**src/rtl/ldpc_dual_diag_backsub_param.sv**
```systemverilog
// ============================================================================
// Module      : ldpc_dual_diag_backsub_param
// Description : Runtime-configurable dual-diagonal back-substitution for the
//               LDPC encoder: collects M syndrome blocks, emits M parity blocks.
// Revision    : 1.0 - initial release
// ============================================================================
`default_nettype none

module ldpc_dual_diag_backsub_param #(
  parameter int Z        = 96,
  parameter int MAX_ROWS = 12,
  parameter int SHIFT    = 1
) (
  input  logic                          i_clock,
  input  logic                          i_reset,
  input  logic [Z-1:0]                  i_in_data,
  input  logic                          i_in_valid,
  output logic                          o_in_ready,
  input  logic [$clog2(MAX_ROWS+1)-1:0] i_num_rows,
  input  logic [$clog2(MAX_ROWS)-1:0]   i_mid_row,
  output logic [Z-1:0]                  o_out_data,
  output logic                          o_out_valid,
  input  logic                          i_out_ready,
  output logic                          o_out_last,
  output logic                          o_cfg_error,
  output logic                          o_check_fail
);

  localparam int c_CNT_W = $clog2(MAX_ROWS + 1);
  localparam int c_IDX_W = $clog2(MAX_ROWS);

  typedef enum logic [1:0] {
    S_IDLE    = 2'd0,
    S_COLLECT = 2'd1,
    S_EMIT    = 2'd2
  } state_t;

  state_t               r_state;
  state_t               w_state_next;

  logic [Z-1:0]         r_store [MAX_ROWS];
  logic [Z-1:0]         r_acc;
  logic [Z-1:0]         r_p0;
  logic [Z-1:0]         r_out_data;
  logic                 r_out_valid;
  logic                 r_out_last;
  logic                 r_in_ready;
  logic                 r_cfg_error;
  logic                 r_check_fail;
  logic                 r_cfg_bad;
  logic [c_CNT_W-1:0]   r_cnt_in;
  logic [c_CNT_W-1:0]   r_cnt_out;
  logic [c_CNT_W-1:0]   r_num_rows;
  logic [c_IDX_W-1:0]   r_mid_row;

  logic                 w_in_fire;
  logic                 w_out_fire;
  logic                 w_first;
  logic                 w_m_oor;
  logic                 w_cfg_bad;
  logic                 w_bad;
  logic                 w_in_last;
  logic                 w_out_is_last;
  logic                 w_check_bad;
  logic [c_IDX_W-1:0]   w_wr_idx;
  logic [c_IDX_W-1:0]   w_rd_idx;
  logic [Z-1:0]         w_acc_next;
  logic [Z-1:0]         w_s_cur;
  logic [Z-1:0]         w_p0_rot;
  logic [Z-1:0]         w_p_next;

  // out[i] = v[(i+SHIFT) mod Z]
  function automatic logic [Z-1:0] rot(input logic [Z-1:0] v);
    logic [Z-1:0] r;
    r = '0;
    for (int i = 0; i < Z; i++) begin
      r[i] = v[(i + SHIFT) % Z];
    end
    return r;
  endfunction

  assign w_in_fire  = i_in_valid & r_in_ready;
  assign w_out_fire = r_out_valid & i_out_ready;
  assign w_first    = (r_state == S_IDLE);

  // An out-of-range M swallows just one beat, so the first beat is also the last.
  assign w_m_oor   = (i_num_rows == '0) || (int'(i_num_rows) > MAX_ROWS);
  assign w_cfg_bad = (int'(i_num_rows) < 3) || (int'(i_num_rows) > MAX_ROWS) ||
                     (i_mid_row == '0) || (int'(i_mid_row) > int'(i_num_rows) - 2);
  assign w_bad     = w_first ? w_cfg_bad : r_cfg_bad;
  assign w_in_last = w_first ? (w_m_oor || (i_num_rows == c_CNT_W'(1)))
                             : (r_cnt_in == r_num_rows - c_CNT_W'(1));

  assign w_acc_next = w_first ? i_in_data : (r_acc ^ i_in_data);
  assign w_wr_idx   = w_first ? '0 : r_cnt_in[c_IDX_W-1:0];
  assign w_rd_idx   = r_cnt_out[c_IDX_W-1:0];
  assign w_s_cur    = r_store[w_rd_idx];
  assign w_p0_rot   = rot(r_p0);

  assign w_out_is_last = (r_cnt_out == r_num_rows - c_CNT_W'(1));
  assign w_p_next      = (r_cnt_out == '0) ? (w_s_cur ^ w_p0_rot)
                         : (r_out_data ^ w_s_cur ^
                            ((r_cnt_out == c_CNT_W'(r_mid_row)) ? r_p0 : '0));
  assign w_check_bad   = |(w_s_cur ^ w_p0_rot ^ r_out_data);

  always_ff @(posedge i_clock or negedge i_reset) begin
    if (!i_reset) begin
      r_state <= S_IDLE;
    end else begin
      r_state <= w_state_next;
    end
  end

  always_comb begin
    w_state_next = r_state;
    case (r_state)
      S_IDLE, S_COLLECT: begin
        if (w_in_fire) begin
          if (w_in_last) begin
            w_state_next = w_bad ? S_IDLE : S_EMIT;
          end else begin
            w_state_next = S_COLLECT;
          end
        end
      end
      S_EMIT: begin
        if (w_out_fire && w_out_is_last) begin
          w_state_next = S_IDLE;
        end
      end
      default: w_state_next = S_IDLE;
    endcase
  end

  // Syndrome store needs no reset: every entry is rewritten before it is read.
  always_ff @(posedge i_clock) begin
    if (w_in_fire) begin
      r_store[w_wr_idx] <= i_in_data;
    end
  end

  always_ff @(posedge i_clock or negedge i_reset) begin
    if (!i_reset) begin
      r_acc        <= '0;
      r_p0         <= '0;
      r_out_data   <= '0;
      r_out_valid  <= 1'b0;
      r_out_last   <= 1'b0;
      r_in_ready   <= 1'b0;
      r_cfg_error  <= 1'b0;
      r_check_fail <= 1'b0;
      r_cfg_bad    <= 1'b0;
      r_cnt_in     <= '0;
      r_cnt_out    <= '0;
      r_num_rows   <= '0;
      r_mid_row    <= '0;
    end else begin
      r_in_ready <= (w_state_next != S_EMIT);
      if (w_in_fire) begin
        r_acc    <= w_acc_next;
        r_cnt_in <= w_first ? c_CNT_W'(1) : r_cnt_in + c_CNT_W'(1);
        if (w_first) begin
          r_num_rows   <= i_num_rows;
          r_mid_row    <= i_mid_row;
          r_cfg_bad    <= w_cfg_bad;
          r_check_fail <= 1'b0;
          if (w_cfg_bad) begin
            r_cfg_error <= 1'b1;
          end
        end
        if (w_in_last && !w_bad) begin
          r_p0        <= w_acc_next;
          r_out_data  <= w_acc_next;
          r_out_valid <= 1'b1;
          r_out_last  <= 1'b0;
          r_cnt_out   <= '0;
        end
      end
      if (w_out_fire) begin
        if (w_out_is_last) begin
          r_out_valid <= 1'b0;
          r_out_last  <= 1'b0;
          r_out_data  <= '0;
          if (w_check_bad) begin
            r_check_fail <= 1'b1;
          end
        end else begin
          r_out_data <= w_p_next;
          r_cnt_out  <= r_cnt_out + c_CNT_W'(1);
          r_out_last <= ((r_cnt_out + c_CNT_W'(1)) == (r_num_rows - c_CNT_W'(1)));
        end
      end
    end
  end

  assign o_in_ready   = r_in_ready;
  assign o_out_data   = r_out_data;
  assign o_out_valid  = r_out_valid;
  assign o_out_last   = r_out_last;
  assign o_cfg_error  = r_cfg_error;
  assign o_check_fail = r_check_fail;

endmodule

`default_nettype wire

```
**config.mk**
```make
export PLATFORM = sky130hd
export DESIGN_NAME = ldpc_dual_diag_backsub_param
export DESIGN_NICKNAME = d
export VERILOG_FILES = /design/src/rtl/ldpc_dual_diag_backsub_param.sv
export SDC_FILE = /design/constraint.sdc
export NUM_CORES = 2
export LEC_CHECK = 0
export ABC_CLOCK_PERIOD_IN_PS = 10540
export BUFFER_PORTS_ARGS = -buffer_cell sky130_fd_sc_hd__buf_4
export CAP_MARGIN = 20
export CORE_MARGIN = 4
export CORE_UTILIZATION = 60
export CTS_BUF_LIST = sky130_fd_sc_hd__clkbuf_4
export DETAILED_ROUTE_END_ITERATION = 12
export HOLD_SLACK_MARGIN = 0.12
export PLACE_DENSITY = 0.81
export RECOVER_POWER = 25
export SLEW_MARGIN = 5
export SYNTH_ARGS = -nofsm -noshare
export SYNTH_HDL_FRONTEND = slang
export SYNTH_SLANG_ARGS = --single-unit
```
**constraint.sdc**
```tcl
create_clock -name i_clock -period 10.54 [get_ports i_clock]
set_input_delay 1.054 -clock i_clock [delete_from_list [all_inputs] [get_ports i_clock]]
set_output_delay 1.054 -clock i_clock [all_outputs]
set_load 0.03 [all_outputs]
```
==> reports/summary.txt <==
Pwr Density = 334 nW/um2
Share of the synthesized area in the top cell type = 53.9%
Mapped Cells = 4366
Drt initial violations = 4998
Syn Area/Cell = 14.7 um2
Final TNS setup = 0 ns
Die area = 112000 um2
Share of post-route cells with drive strength above 1 = 20.8%
Worst-path clk slew = 0.07 ns
Actual slew at the worst max-slew pin = 3.48 ns
Fin nets = 4979
Post-synth EDFFs = 1152
Max_cap viols = 1
Slew HR = -132%
R2R depth = 10
Peak VDD IR = 0.000211 V
GRT Resource Usage Total = 31.8%
Largest area contributor in the netlist = edfxtp_1
Status = finished with violations
Post-route ant nets = 0
Fill cell count = 7033
First-pass GRT wire length = 265 mm
Final WL = 178 mm
Vias per cell = 6.42
Worst Setup EP = o_check_fail
# IOs = 209
Grt total ovfl = 0
Start point of the critical path = r_cnt_out[0]
Worst R2R End = o_check_fail
Final Setup Violations = 0
Crit path arrival time = 6.03 ns
Die Y = 335 um
Hold WC Path Type = in -> reg
Fin crit share = 47.0%
Critical R2R Launch = r_cnt_out[0]
Setup Skew = 0.105 ns
Residual DRC = 0
Top_reg_cell synth = edfxtp_1
CTS buffer count = 377
Count leader, synth = edfxtp_1
Slew Limit Fails = 56
Unique cell type count in the Yosys netlist = 53
Crit path kind = reg -> reg
# H-tree levels = 5
Cell Rows = 119
RSZ-0062 raised after global routing = false
GPL Wtd Cong = 0.877
Top cells by count, synth = 1152 x edfxtp_1, 378 x nand2_1, 312 x dfrtp_1
Initial Utilization = 60.7%
Seq/Total Area, Yosys = 66.1%
Crit start category = flip-flop
Synthesized flop and latch total = 1464
Die W = 335 um
Hold slack = 0.420 ns
Slack of the worst reg-to-reg path = 5.58 ns
IO buf count = 208
Vias in the first global route = 42300
Cell area after synthesis = 64200 um2
P&R area growth vs syn = 12.8%
Wirelength per Cell = 27.2 um
CTS Sinks = 1464
Initial antenna violation count = 10
Endpoints failing hold = 0
Failing checks = max-capacitance violations, max-slew violations
Minimum clock period = 4.96 ns
Critical Path End Type = flip-flop
DR pass1 iterations = 8
FFs w/ async S/R, synth = 21.3%
CTS tree = built
Crit-path max FO = 97
Worst-case clock buffer depth = 4
Root Buffer = clkbuf_4
Synth Warn # = 0
Worst-skew pair later-pin latency = 1.23 ns
Core box area = 106000 um2
Syn_nets = 4483
Worst EP required = 11.61 ns
Highest Clock Rate = 202 MHz
Synth top area cells = edfxtp_1 54%, dfrtp_1 12%, mux4_2 8.9%
Total vias in the final route = 42000
HPWL after DPL = 109 mm
Largest net degree at the start of global routing = 184
Static Leak = 26.0 nW
[power by group]
| group | total, W | internal (W) | switching, W | leakage, nW |
|---|---|---|---|---|
| clock | 0.00481 | 0.00256 | 0.00225 | 2.84 |
| sequential | 0.00844 | 0.00739 | 0.00106 | 14.0 |
| combinational | 0.0110 | 0.00399 | 0.00697 | 9.10 |
[state kept, by name, indices dropped and copies added, names as in the netlist, 2 cells and up]
| signal | count |
|---|---|
| o_out_data | 96 |
| r_acc | 96 |
| r_cnt_in | 4 |
| r_cnt_out | 4 |
| r_mid_row | 4 |
| r_num_rows | 4 |
| r_p0 | 96 |
| r_state | 2 |
| r_store | 1152 |
[what timing repair did]
action	4_1_cts	5_1_grt
endpoints found under the hold margin	889	0
buffers inserted	0	0
hold buffers	96	0
resized for setup	0	0
[through the flow]
step / total power [W] / cells / instance area [um2] / worst slack, ns / utilization (%)
5_1_grt: 0.0253 / 6546 / 72400 / 5.22 / 68.5
3_3_place_gp: 0.0189 / 5777 / 67000 / 5.40 / 63.3
4_1_cts: 0.0241 / 6538 / 72700 / 5.56 / 68.8
6_report: 0.0242 / 6550 / 72400 / 5.58 / 68.5
3_5_place_dp: 0.0192 / 5777 / 67000 / 5.32 / 63.3
2_1_floorplan: 0.0154 / 4366 / 64200 / 1.70 / -
[placed cells by master, fill, tap and decap left out, types with 24 or more instances in the layout]
cell and count:
edfxtp_1 1152, dfrtp_1 308, mux4_2 254, o21ai_0 285, buf_4 191, nand4_1 30, nand2_1 377, a21o_1 173
nand3_1 100, xor2_1 257, nor2_1 233, mux2i_1 144, clkbuf_1 80, a21oi_1 272, o22ai_1 101, clkinv_1 82
dlygate4sd3_1 96, xnor2_1 243, a221oi_1 24, clkbuf_4 564
[cell type report]
type                    count  area, um2  share of cell area, %
well taps                1391       1740                   2.40
clock buffers             564       4230                   5.85
clock inverters           101        534                  0.738
multi-input cells        2637      20600                   28.5
flip-flops and latches   1464      42400                   58.6
diodes                     11       27.5                 0.0380
repair buffers            372       2800                   3.87
inverters                  10       40.0                 0.0553
[worst max-delay path, stage by stage, from the launching register on]
cell      delay [ns]
dfrtp_4         1.01
buf_12          0.63
nor2b_4         0.36
buf_4           0.51
a221oi_1        0.24
xnor2_1         0.60
nand4_1         0.40
nor4_1          0.47
nand4_1         0.21
o41ai_1         0.12
a21oi_1         0.12
[worst min-delay path by stage]
stage | start | end | slack [ns] | depth (start not counted)
finish | i_in_valid | r_cnt_in[3] | 0.42 | 4
CTS | i_in_data[95] | r_store[7][95] | 0.12 | 1
detailed placement | o_cfg_error | o_cfg_error | 0.46 | 1
floorplan | r_cfg_bad | r_cfg_bad | 0.44 | 2
global placement | o_cfg_error | o_cfg_error | 0.46 | 1
global route | i_in_data[27] | r_store[0][27] | 0.40 | 1
[layer usage]
layer | track usage [%] | wire [um]
met5 | 0 | 28
met4 | 17.3 | 10000
met3 | 7.66 | 19600
met2 | 49.8 | 84700
met1 | 41.8 | 63900
[logic make-up (layout without fill, tap and decap cells)]
family	after synthesis	after routing	share of synthesized area [%]
flip-flops	1464	1464	66.1
AO/OA/AOI/OAI	912	912	8.32
AND/OR/NAND/NOR	805	805	5.25
XOR/XNOR	500	500	6.82
multiplexers	411	411	11.4
buffers and inverters	265	1047	2.00
adder cells (fa/ha/maj)	9	9	0.175
other	0	11	0
No activity file was read; power rests on OpenSTA's default activity.
